`src/rtl/lut_probe_pkg.sv`:
```
// Shared types and helpers for the LUT prober: FSM state encoding, last probe
// index and the index-to-drive mapping.
package lut_probe_pkg;

    typedef enum logic [2:0] {
        ST_IDLE,
        ST_SETTLE,
        ST_SAMPLE,
        ST_CONFIRM,
        ST_DONE
    } probe_state_t;

    localparam logic [1:0] IDX_LAST = 2'd3;

    // idx[1] drives a, idx[0] drives b
    function automatic logic [1:0] idx_to_ab(input logic [1:0] idx);
        return {idx[1], idx[0]};
    endfunction

endpackage

```
`src/rtl/lut_prober_if.sv`:
```
// Control and probe signals of the LUT prober. LUT_PROBE_CHECK_EN adds the
// expected_func / mismatch pair.
interface lut_prober_if;
    logic       start;
    logic       busy;
    logic       done;
    logic       a;
    logic       b;
    logic       lut_out;
    logic [3:0] func;
    logic       unstable;
`ifdef LUT_PROBE_CHECK_EN
    logic [3:0] expected_func;
    logic       mismatch;

    modport master (
        output start, lut_out, expected_func,
        input  busy, done, a, b, func, unstable, mismatch
    );
    modport slave (
        input  start, lut_out, expected_func,
        output busy, done, a, b, func, unstable, mismatch
    );
`else
    modport master (
        output start, lut_out,
        input  busy, done, a, b, func, unstable
    );
    modport slave (
        input  start, lut_out,
        output busy, done, a, b, func, unstable
    );
`endif
endinterface

```
`src/rtl/probe_settle_timer.sv`:
```
// Loadable down-counter that measures the settle interval; expired is high
// during the last settle cycle.
module probe_settle_timer #(
    parameter int SETTLE_CYCLES = 1
) (
    input  logic clk,
    input  logic rst_n,
    input  logic load,
    input  logic en,
    output logic expired
);
    localparam int W = $clog2(SETTLE_CYCLES + 1);
    localparam logic [W-1:0] LOAD_VAL = W'(SETTLE_CYCLES);

    logic [W-1:0] cnt_reg;

    always_ff @(posedge clk) begin
        if (!rst_n) begin
            cnt_reg <= '0;
        end else if (load) begin
            cnt_reg <= LOAD_VAL;
        end else if (en && cnt_reg != '0) begin
            cnt_reg <= cnt_reg - W'(1);
        end
    end

    assign expired = (cnt_reg == W'(1));
endmodule

```
`src/rtl/lut_prober.sv`:
```
// Sequential prober that reads back the 4-bit function of a 2-input logic unit.
// Optional expected-function compare is enabled with LUT_PROBE_CHECK_EN.
module lut_prober
    import lut_probe_pkg::*;
#(
    parameter int SETTLE_CYCLES = 1
) (
    input  logic         clk,
    input  logic         rst_n,
    lut_prober_if.slave  pif
);
    probe_state_t state_reg;
    logic [1:0]   idx_reg;
    logic [3:0]   shadow_reg;
    logic         s0_reg;
    logic         acc_reg;
    logic         busy_reg;
    logic         done_reg;
    logic [1:0]   ab_reg;
    logic [3:0]   func_reg;
    logic         unstable_reg;

    logic       timer_load;
    logic       timer_en;
    logic       timer_expired;
    logic       sample_diff;
    logic [3:0] shadow_final;

    assign timer_load = (state_reg == ST_IDLE && pif.start) ||
                        (state_reg == ST_CONFIRM && idx_reg != IDX_LAST);
    assign timer_en   = (state_reg == ST_SETTLE);

    probe_settle_timer #(.SETTLE_CYCLES(SETTLE_CYCLES)) u_timer (
        .clk     (clk),
        .rst_n   (rst_n),
        .load    (timer_load),
        .en      (timer_en),
        .expired (timer_expired)
    );

    // Second sample is compared live against the first; it needs no register.
    assign sample_diff = (s0_reg != pif.lut_out);

    // Results are registered on the edge into DONE so they are already valid
    // while done is high; this folds in the last index being written.
    always_comb begin
        shadow_final           = shadow_reg;
        shadow_final[IDX_LAST] = s0_reg;
    end

`ifdef LUT_PROBE_CHECK_EN
    logic mismatch_reg;
    assign pif.mismatch = mismatch_reg;
`endif

    always_ff @(posedge clk) begin
        if (!rst_n) begin
            state_reg    <= ST_IDLE;
            idx_reg      <= 2'd0;
            shadow_reg   <= 4'b0000;
            s0_reg       <= 1'b0;
            acc_reg      <= 1'b0;
            busy_reg     <= 1'b0;
            done_reg     <= 1'b0;
            ab_reg       <= 2'b00;
            func_reg     <= 4'b0000;
            unstable_reg <= 1'b0;
`ifdef LUT_PROBE_CHECK_EN
            mismatch_reg <= 1'b0;
`endif
        end else begin
            done_reg <= 1'b0;
            case (state_reg)
                ST_IDLE: begin
                    if (pif.start) begin
                        idx_reg    <= 2'd0;
                        shadow_reg <= 4'b0000;
                        acc_reg    <= 1'b0;
                        busy_reg   <= 1'b1;
                        ab_reg     <= idx_to_ab(2'd0);
                        state_reg  <= ST_SETTLE;
                    end
                end
                ST_SETTLE: begin
                    if (timer_expired) begin
                        state_reg <= ST_SAMPLE;
                    end
                end
                ST_SAMPLE: begin
                    s0_reg    <= pif.lut_out;
                    state_reg <= ST_CONFIRM;
                end
                ST_CONFIRM: begin
                    shadow_reg[idx_reg] <= s0_reg;
                    if (sample_diff) begin
                        acc_reg <= 1'b1;
                    end
                    if (idx_reg == IDX_LAST) begin
                        busy_reg     <= 1'b0;
                        done_reg     <= 1'b1;
                        func_reg     <= shadow_final;
                        unstable_reg <= acc_reg | sample_diff;
`ifdef LUT_PROBE_CHECK_EN
                        mismatch_reg <= (shadow_final != pif.expected_func);
`endif
                        state_reg    <= ST_DONE;
                    end else begin
                        idx_reg   <= idx_reg + 2'd1;
                        ab_reg    <= idx_to_ab(idx_reg + 2'd1);
                        state_reg <= ST_SETTLE;
                    end
                end
                ST_DONE: begin
                    ab_reg    <= 2'b00;
                    state_reg <= ST_IDLE;
                end
                default: begin
                    state_reg <= ST_IDLE;
                end
            endcase
        end
    end

    assign pif.busy     = busy_reg;
    assign pif.done     = done_reg;
    assign pif.a        = ab_reg[1];
    assign pif.b        = ab_reg[0];
    assign pif.func     = func_reg;
    assign pif.unstable = unstable_reg;
endmodule

```
`src/flat_wrapper.sv`:
```
// flat-port wrapper written by rule: the top's interface ports become plain ports
module lut_prober_flat import lut_probe_pkg::*;
#(
    parameter int SETTLE_CYCLES = 1
)
  (clk, rst_n, pif_start, pif_lut_out, pif_busy, pif_done, pif_a, pif_b, pif_func, pif_unstable);
  lut_prober_if pif_i ();
  input  logic clk;
  input  logic rst_n;
  input wire logic [$bits(pif_i.start)-1:0] pif_start;
  input wire logic [$bits(pif_i.lut_out)-1:0] pif_lut_out;
  output wire logic [$bits(pif_i.busy)-1:0] pif_busy;
  output wire logic [$bits(pif_i.done)-1:0] pif_done;
  output wire logic [$bits(pif_i.a)-1:0] pif_a;
  output wire logic [$bits(pif_i.b)-1:0] pif_b;
  output wire logic [$bits(pif_i.func)-1:0] pif_func;
  output wire logic [$bits(pif_i.unstable)-1:0] pif_unstable;
  assign pif_i.start = pif_start;
  assign pif_i.lut_out = pif_lut_out;
  assign pif_busy = pif_i.busy;
  assign pif_done = pif_i.done;
  assign pif_a = pif_i.a;
  assign pif_b = pif_i.b;
  assign pif_func = pif_i.func;
  assign pif_unstable = pif_i.unstable;
  lut_prober #(.SETTLE_CYCLES(SETTLE_CYCLES)) u_core (.clk(clk), .rst_n(rst_n), .pif(pif_i));
endmodule
```
`config.mk`:
```
export PLATFORM = sky130hd
export DESIGN_NAME = lut_prober_flat
export DESIGN_NICKNAME = d
export VERILOG_FILES = /design/src/rtl/lut_probe_pkg.sv /design/src/rtl/lut_prober_if.sv /design/src/rtl/probe_settle_timer.sv /design/src/rtl/lut_prober.sv /design/src/flat_wrapper.sv
export SDC_FILE = /design/constraint.sdc
export NUM_CORES = 1
export LEC_CHECK = 0
export CAP_MARGIN = 20
export CORE_MARGIN = 8
export CORE_UTILIZATION = 56
export CTS_CLUSTER_DIAMETER = 30
export CTS_CLUSTER_SIZE = 10
export DETAILED_ROUTE_END_ITERATION = 12
export PLACE_DENSITY = 0.81
export SYNTH_ARGS = -nofsm -noshare
export SYNTH_HDL_FRONTEND = slang
export SYNTH_SLANG_ARGS = --single-unit
```
`constraint.sdc`:
```
create_clock -name clk -period 3.7 [get_ports clk]
set_clock_uncertainty 0.05 [all_clocks]
set_input_delay 1.11 -clock clk [delete_from_list [all_inputs] [get_ports clk]]
set_output_delay 1.11 -clock clk [all_outputs]
set_load 0.01 [all_outputs]
```
==> reports/metrics.cfg, run 1 <==
[status]
status=finished, final reports clean

[synth]
synthCells=100
synth_area_per_cell_um2=9.45
ys_ff_latch=20
syn-cell-area_um2=945
syn_nets=108
ys_types=31
yosysSeqAreaShare=0.424
ys_warn_count=0

[pwr]
vdd_drop_max_v=0.000236
p_switching_mw=0.0914
seq_power_share=0.522
power_density_nw_per_um2=395
power_mw=0.436
clock_power_share=0.404
swShare=0.210
combinationalPowerShare=0.074
p_int_mw=0.345
leakagePower_nw=0.469

[clock_network]
ctsHoldBuffers=0
post_cts_resized=0
root_buffer=clkbuf_4
htreeDepth=1
cts_sinks=20
clk_pin_slew_ns=0.11
cts_max_path_buffers=2
cts_tree=yes
cts-buffers-inserted=3
clk_latency_ns=0.30
cts_setup_buffers=0

[critical_path]
cp_data_required_time_ns=2.54
crit_slowest_cell=clkdlybuf4s50_1
crit_family=buffers and inverters
path_cells=clkdlybuf4s50_1
crit_buf_inv=1
crit_path_end_kind=output pin
arrival_ns=1.22
worstPathMaxFanout=3
startpoint_type=register
critical_path_class=register to output pin
max_stage_delay_ns=0.55

[sta]
setup_ws_ns=1.32
rsz0062_at_grt=false
period_share=0.644
slew_violations=0
finalSetupViolCount=0
worst_slew_pin_slew_ns=0.457
tns_ns=0
timing.fmax_mhz=420
period_minus_slack_ns=2.38
max_slew_margin=0.695
finalHoldViolCount=0
whs_ns=0.420

[global_route]
grt_antenna_before_repair=0
grt_max_degree=16
use_met1=0.138
gr-usage-all-layers=0.120
grt_overflow_total=0
grt.met3_usage=0.0310
use_met2=0.197
top_usage_layer=met2
grt_pass1_wl_um=3230
grt_pass1_vias=721

[final_layout]
final_cell_mix=20 x dfxtp_1, 12 x clkdlybuf4s50_1, 10 x nor2_1
layout.nets=120
fillerInstances=138
regArea_um2=400
multiInputGateArea_um2=492
n_antenna_cell=0
area_growth_pct=17.0
largest_register_ffs=4
final_common_cell=dfxtp_1
drive_gt1_frac=0.108

[flow_run]
drv_cap=0

[floorplan]
chipWidth_um=57.1
rows=15
dieArea_um2=3260
fp.dieH_um=57.1
coreArea_um2=1650
ios=13
initial_utilization=0.572

[drt]
antenna_left=0
first_iter_violations=12
wl_um=1870
first_pass_iters=6
drc=0
wl_per_cell_um=14.6
avgViaCountPerCell=5.91
dr_total_vias=757

[placed_design]
gp_congestion=0.781
dp_hpwl_um=1340
io_buffers=12
place_ws_ns=1.11

[min_path]
hold_path_class=register to register

## worst paths after layout
| kind | start | to | slack (ns) | cells past startpoint |
|---|---|---|---|---|
| max | u_core.pif.busy$_SDFFE_PN0P_ | pif_busy | 1.32 | 1 |
| min | u_core.ab_reg[0]$_SDFFE_PN0P_ | u_core.ab_reg[0]$_SDFFE_PN0P_ | 0.42 | 2 |
| max reg2reg | u_core.state_reg[1]$_SDFFE_PN0P_ | u_core.ab_reg[1]$_SDFFE_PN0P_ | 2.25 | 3 |
| min reg2reg | u_core.ab_reg[0]$_SDFFE_PN0P_ | u_core.ab_reg[0]$_SDFFE_PN0P_ | 0.42 | 2 |
## cell usage after synthesis, drive strengths merged
cell type,count,area (um^2)
inv,5,18.8
nand3b,4,30.0
a31oi,3,18.8
nor2,10,37.5
or4b,1,13.8
or2b,1,7.51
and4bb,1,12.5
mux2i,5,50.1
dfxtp,20,400
clkbuf,1,3.75
buf,4,30.0
a21oi,5,25.0
or2,1,6.26
nor3b,1,12.5
a22oi,1,12.5
nand3,7,35.0
nand2b,2,12.5
xor2,1,8.76
a211oi,1,7.51
nand4b,1,23.8
o32ai,1,8.76
nor2b,3,18.8
nand2,4,15.0
o31ai,2,15.0
nor3,4,20.0
ha,4,50.1
and3b,1,8.76
nand4,1,6.26
o221a,1,11.3
o21ai,4,23.8
## stage by stage
step,instances,cell area (um^2),util
CTS,128,1100,0.669
global placement,124,1050,0.637
global route,128,1100,0.669
finish,128,1100,0.669
detailed placement,124,1050,0.637
floorplan,100,945,-
## power by group through the flow
stage / Sequential [mW] / Clock, mW / Combinational [mW]
floorplan: 0.228 / 0 / 0.0273
global placement: 0.232 / 0 / 0.0312
detailed placement: 0.232 / 0 / 0.0323
CTS: 0.228 / 0.179 / 0.0326
global route: 0.229 / 0.188 / 0.0366
finish: 0.228 / 0.176 / 0.0324
## cell families (layout without fill, tap and decap cells)
logic type,count (synthesis),in the layout,synth area share
AND/OR/NAND/NOR,42,42,0.275
flip-flops,20,20,0.424
AO/OA/AOI/OAI,18,18,0.130
buffers and inverters,10,21,0.0556
multiplexers,5,5,0.0530
adder cells (fa/ha/maj),4,4,0.0530
XOR/XNOR,1,1,0.00927
## cell type report
cell class | instances | share of cell area
Multi-Input combinational cell | 70 | 0.445
Sequential cell | 20 | 0.362
Clock buffer | 3 | 0.0204
Timing Repair Buffer | 12 | 0.109
Tap cell | 17 | 0.0193
Clock inverter | 1 | 0.0272
Inverter | 5 | 0.0170
## per-layer routing
metal,vias up,part of all wire,routed length (um)
li1,376,-,-
met1,364,0.44,832
met2,13,0.50,931
met3,4,0.043,80
met4,0,0.014,26
met5,-,0,0
No activity file was read; power rests on OpenSTA's default activity.
==> run 2: changes to the inputs <==
--- a/config.mk
+++ b/config.mk
@@ -7,11 +7,11 @@
 export LEC_CHECK = 0
 export CAP_MARGIN = 20
 export CORE_MARGIN = 8
-export CORE_UTILIZATION = 56
+export CORE_UTILIZATION = 52
 export CTS_CLUSTER_DIAMETER = 30
 export CTS_CLUSTER_SIZE = 10
 export DETAILED_ROUTE_END_ITERATION = 12
-export PLACE_DENSITY = 0.81
+export PLACE_DENSITY = 0.76
 export SYNTH_ARGS = -nofsm -noshare
 export SYNTH_HDL_FRONTEND = slang
 export SYNTH_SLANG_ARGS = --single-unit
==> constraint.sdc (replaced) <==
create_clock -name clk -period 2.4 [get_ports clk]
set_clock_uncertainty 0.05 [all_clocks]
set_input_delay 0.72 -clock clk [delete_from_list [all_inputs] [get_ports clk]]
set_output_delay 0.72 -clock clk [all_outputs]
set_load 0.01 [all_outputs]
==> run 2 against run 1 <==
  * Via count rose by 0.53%
  * Final area fell by 1.1%
  * Die area rose by 5.5%
  * Critical path type unchanged
  * Critical endpoint is now pif_func[1]
==> reports/metrics.cfg, run 2 (synthesized netlist as in run 1, its figures left out) <==
[status]
status=finished, final reports clean

[sta]
slew_violations=0  ; unchanged
worst_slew_pin_slew_ns=0.474  ; +0.0166 ns
rsz0062_at_grt=false
max_slew_margin=0.684  ; -0.0111
whs_ns=0.417  ; -0.00294 ns
finalSetupViolCount=0  ; unchanged
tns_ns=0  ; unchanged
period_minus_slack_ns=1.97
finalHoldViolCount=0  ; unchanged
period_share=0.823
timing.fmax_mhz=506

[critical_path]
max_stage_delay_ns=0.57  ; +0.02 ns
critical_path_class=register to output pin
worstPathMaxFanout=2  ; -1
crit_path_end_kind=output pin
cp_data_required_time_ns=1.63  ; -0.91 ns
startpoint=u_core.pif.func[1]$_SDFFE_PN0P_
worstRegToRegCells=3  ; unchanged
crit_slowest_cell=clkdlybuf4s50_1
cp.depth=1  ; unchanged
arrival_ns=1.20  ; -0.02 ns
crit_buf_inv=1  ; unchanged
r2r_start=u_core.state_reg[1]$_SDFFE_PN0P_
path_cells=clkdlybuf4s50_1
crit_family=buffers and inverters
startpoint_type=register

[clock_network]
post_cts_resized=0  ; unchanged
cts-buffers-inserted=3  ; unchanged
htreeDepth=1  ; unchanged
cts_max_path_buffers=2  ; unchanged
ctsHoldBuffers=0  ; unchanged
cts_sinks=20  ; unchanged
root_buffer=clkbuf_4
cts_setup_buffers=0  ; unchanged
clk_pin_slew_ns=0.10  ; about the same
cts_tree=yes
clk_latency_ns=0.29  ; about the same

[placed_design]
dp_hpwl_um=1380  ; +2.9%
gp_congestion=0.795  ; +1.8%
placedInstanceArea_um2=1070  ; +1.7%
dp_cells=133  ; +7.3%
io_buffers=12  ; unchanged

[floorplan]
chipWidth_um=58.6  ; +2.7%
initial_utilization=0.547  ; -0.0249
ios=13  ; unchanged
dieArea_um2=3440  ; +5.5%
fp.dieH_um=58.6  ; +2.7%
rows=15  ; unchanged
coreArea_um2=1730  ; +4.5%

[drt]
drt-met1-wl_um=844  ; +1.4%
first_pass_iters=4  ; -2
antenna_left=0  ; unchanged
first_iter_violations=20  ; +8
avgViaCountPerCell=5.60  ; -5.4%
wl_met2_um=907  ; -2.6%
met3_length_um=56  ; -30%
dr_total_vias=761  ; +0.53%
dr.max_layer_used=met4
wl_um=1860  ; -0.59%
wl_per_cell_um=13.7  ; -6.4%
drc=0  ; unchanged

[global_route]
grt_max_degree=16  ; unchanged
grt_pass1_wl_um=3200  ; -0.87%
grt_overflow_total=0  ; unchanged
gr-usage-all-layers=0.118  ; -0.00225
grt_antenna_before_repair=0  ; unchanged
grt_pass1_vias=718  ; -0.42%

[min_path]
min_path_cells=2  ; unchanged
hold_path_class=register to register
worstHoldStart=u_core.ab_reg[1]$_SDFFE_PN0P_

[final_layout]
area_growth_pct=15.6
final_common_cell=dfxtp_1
n_antenna_cell=0  ; unchanged
final_cell_mix=20 x dfxtp_1, 12 x clkdlybuf4s50_1, 10 x nor2_1
drive_gt1_frac=0.108  ; unchanged
largest_register_ffs=4  ; unchanged
stdcell_count=136  ; +6.3%
layout.nets=121  ; +0.83%
final_area_um2=1090  ; -1.1%

[pwr]
power_density_nw_per_um2=506  ; +28%
vdd_drop_max_v=0.000450  ; +91%
leakagePower_nw=0.460  ; -2.0%

[flow_run]
drv_cap=0  ; unchanged

run 2: cell types whose count changed in the layout (fill, tap and decap cells not counted):
cell,delta
bufinv_16,-1
buf_4,+1
run 2: metal layers:
metal | GRT usage | vias up
met4 | 0.0512 | 0
li1 | - | 377
met1 | 0.136 | 367
met3 | 0.0391 | 6
met2 | 0.194 | 11
met5 | 0 | -
run 2: cell type report:
class | instances | area, um^2
Fill cell | 160 | 634
Multi-Input combinational cell | 70 | 492
Sequential cell | 20 | 400
Timing Repair Buffer | 13 | 128
Tap cell | 25 | 31.3
Clock buffer | 3 | 22.5
Inverter | 5 | 18.8
run 2: where the power goes:
group | switching [mW] | total (mW) | internal [mW]
sequential | 0.0127 | 0.351 | 0.338
clock | 0.0929 | 0.151 | 0.0584
combinational | 0.0247 | 0.0499 | 0.0252
total | 0.130 | 0.552 | 0.422
run 2: per-stage QoR:
stage / worst slack, ns / total power, mW / utilization
after floorplan: 0.857 / 0.393 / -
after global placement: 0.253 / 0.408 / 0.620
after detailed placement: 0.203 / 0.408 / 0.620
after CTS: 0.423 / 0.556 / 0.633
after global routing: 0.368 / 0.579 / 0.633
final: 0.425 / 0.552 / 0.633
run 2: worst paths after layout:
| check | endpoint | slack, ns |
|---|---|---|
| setup / recovery | pif_func[1] | 0.43 |
| hold / removal | u_core.ab_reg[1]$_SDFFE_PN0P_ | 0.42 |
| setup reg to reg | u_core.shadow_reg[0]$_SDFFE_PN0P_ | 0.91 |
| hold reg to reg | u_core.ab_reg[1]$_SDFFE_PN0P_ | 0.42 |
==> run 3: changes to the inputs <==
==> constraint.sdc (replaced) <==
create_clock -name clk -period 1.83 [get_ports clk]
set_clock_uncertainty 0.05 [all_clocks]
set_input_delay 0.549 -clock clk [delete_from_list [all_inputs] [get_ports clk]]
set_output_delay 0.549 -clock clk [all_outputs]
set_load 0.01 [all_outputs]
==> run 3 against run 2 <==
  * Sequential power increased by 31%
  * Total power increased by 32%
  * Largest power group unchanged
  * Die area unchanged
  * Non-clock buffer count unchanged
  * Setup slack got worse by 0.37 ns
  * Critical path depth unchanged
  * Sequential share of layout area decreased by 0.33 points
==> reports/metrics.cfg, run 3 (synthesized netlist as in run 1, its figures left out) <==
[status]
status=finished, final reports clean

[drt]
drc=0  ; unchanged
antenna_left=0  ; unchanged
first_pass_iters=4  ; unchanged
avgViaCountPerCell=5.49  ; -2.0%
wl_per_cell_um=14.0  ; +2.5%
wl_um=1910  ; +2.5%
dr_total_vias=746  ; -2.0%
first_iter_violations=17  ; -15%

[final_layout]
final_cell_mix=20 x dfxtp_1, 10 x nor2_1, 8 x clkdlybuf4s50_1
drive_gt1_frac=0.108  ; unchanged
area_growth_pct=16.7
stdcell_count=136  ; unchanged
n_antenna_cell=0  ; unchanged
largest_register_ffs=4  ; unchanged
final_common_cell=dfxtp_1
layout.nets=121  ; unchanged
final_util=0.638  ; +0.00580

[floorplan]
chipWidth_um=58.6  ; unchanged
ios=13  ; unchanged
fp.dieH_um=58.6  ; unchanged
coreArea_um2=1730  ; unchanged
rows=15  ; unchanged
dieArea_um2=3440  ; unchanged
initial_utilization=0.547  ; unchanged

[flow_run]
drv_cap=0  ; unchanged

[pwr]
power_density_nw_per_um2=661  ; +31%
leakagePower_nw=0.531  ; +15%
vdd_drop_max_v=0.000458  ; +1.8%
clock_power_share=0.277  ; +0.003
seq_power_share=0.632  ; -0.004
combinationalPowerShare=0.091  ; about the same
power_mw=0.728  ; +32%
p_int_mw=0.553  ; +31%
swShare=0.240  ; +0.00454
p_switching_mw=0.175  ; +34%

[sta]
period_share=0.968
slew_violations=0  ; unchanged
finalSetupViolCount=0  ; unchanged
max_slew_margin=0.687  ; +0.00280
worst_slew_pin_slew_ns=0.470  ; -0.00407 ns
finalHoldViolCount=0  ; unchanged
tns_ns=0  ; unchanged
whs_ns=0.418  ; +0.00148 ns
period_minus_slack_ns=1.77
timing.fmax_mhz=564
rsz0062_at_grt=false

[critical_path]
r2r_start=u_core.state_reg[0]$_SDFFE_PN0P_
crit_slowest_cell=clkdlybuf4s50_1
crit_buf_inv=1  ; unchanged
startpoint=u_core.ab_reg[0]$_SDFFE_PN0P_
crit_family=buffers and inverters
arrival_ns=1.17  ; -0.03 ns
startpoint_type=register
cp_data_required_time_ns=1.23  ; -0.40 ns
max_stage_delay_ns=0.54  ; -0.03 ns
path_cells=clkdlybuf4s50_1
critical_path_class=register to output pin
crit_path_end_kind=output pin
worstPathMaxFanout=2  ; unchanged

[min_path]
hold_path_class=register to register
worstHoldStart=u_core.ab_reg[1]$_SDFFE_PN0P_

[clock_network]
cts_max_path_buffers=2  ; unchanged
cts_tree=yes
root_buffer=clkbuf_4
cts_sinks=20  ; unchanged
htreeDepth=1  ; unchanged
cts-buffers-inserted=3  ; unchanged
clk_pin_slew_ns=0.10  ; about the same
ctsHoldBuffers=0  ; unchanged
clk_latency_ns=0.29  ; about the same

[global_route]
grt_pass1_vias=705  ; -1.8%
grt_max_degree=16  ; unchanged
grt_antenna_before_repair=0  ; unchanged
grt_pass1_wl_um=3180  ; -0.66%
grt_overflow_total=0  ; unchanged
gr-usage-all-layers=0.119  ; +0.00129

[placed_design]
dp_cells=133  ; unchanged
io_buffers=12  ; unchanged
dp_hpwl_um=1350  ; -2.2%
gp_congestion=0.796  ; +0.13%

## run 3: cell types whose count changed in the layout (fill, tap and decap cells not counted), sizes merged
cell / change
dlymetal6s2s: +4
clkdlybuf4s50: -4
## run 3: layer usage
| metal | GRT usage | vias to the layer above | share of wire |
|---|---|---|---|
| met2 | 0.202 | 15 | 0.52 |
| met5 | 0 | - | 0 |
| met1 | 0.137 | 350 | 0.43 |
| li1 | - | 377 | - |
| met3 | 0.0391 | 4 | 0.032 |
| met4 | 0.0410 | 0 | 0.012 |
## run 3: layout make-up
| class | count | area (um^2) |
|---|---|---|
| Inverter | 5 | 18.8 |
| Sequential cell | 20 | 400 |
| Multi-Input combinational cell | 70 | 492 |
| Fill cell | 153 | 624 |
| Tap cell | 25 | 31.3 |
| Timing Repair Buffer | 13 | 138 |
| Clock buffer | 3 | 22.5 |
## run 3: path summary, 6_finish.rpt
path         depth (start not counted)                           endpoint  slack (ns)
max                                  1                              pif_b        0.06
min                                  2      u_core.ab_reg[1]$_SDFFE_PN0P_        0.42
max reg2reg                          3  u_core.shadow_reg[0]$_SDFFE_PN0P_        0.36
min reg2reg                          2      u_core.ab_reg[1]$_SDFFE_PN0P_        0.42
## run 3: stage by stage
stage	instance area [um^2]	worst slack, ns
global route	1100	0.00345
finish	1100	0.0578
floorplan	945	0.458
detailed placement	1070	-0.196
CTS	1090	0.00625
global placement	1070	-0.146
## run 3: power groups by stage
| stage | registers (mW) | logic, mW | clock network, mW |
|---|---|---|---|
| final | 0.460 | 0.0663 | 0.202 |
| after global placement | 0.470 | 0.0652 | 0 |
| after global routing | 0.462 | 0.0733 | 0.225 |
| after detailed placement | 0.470 | 0.0659 | 0 |
| after CTS | 0.460 | 0.0664 | 0.210 |
| after floorplan | 0.460 | 0.0553 | 0 |
## run 3: repair_timing
item,4_1_cts,5_1_grt
endpoints found under the hold margin,0,0
setup buffers,0,0
gates resized for setup,0,4
endpoints found under the setup margin,0,4
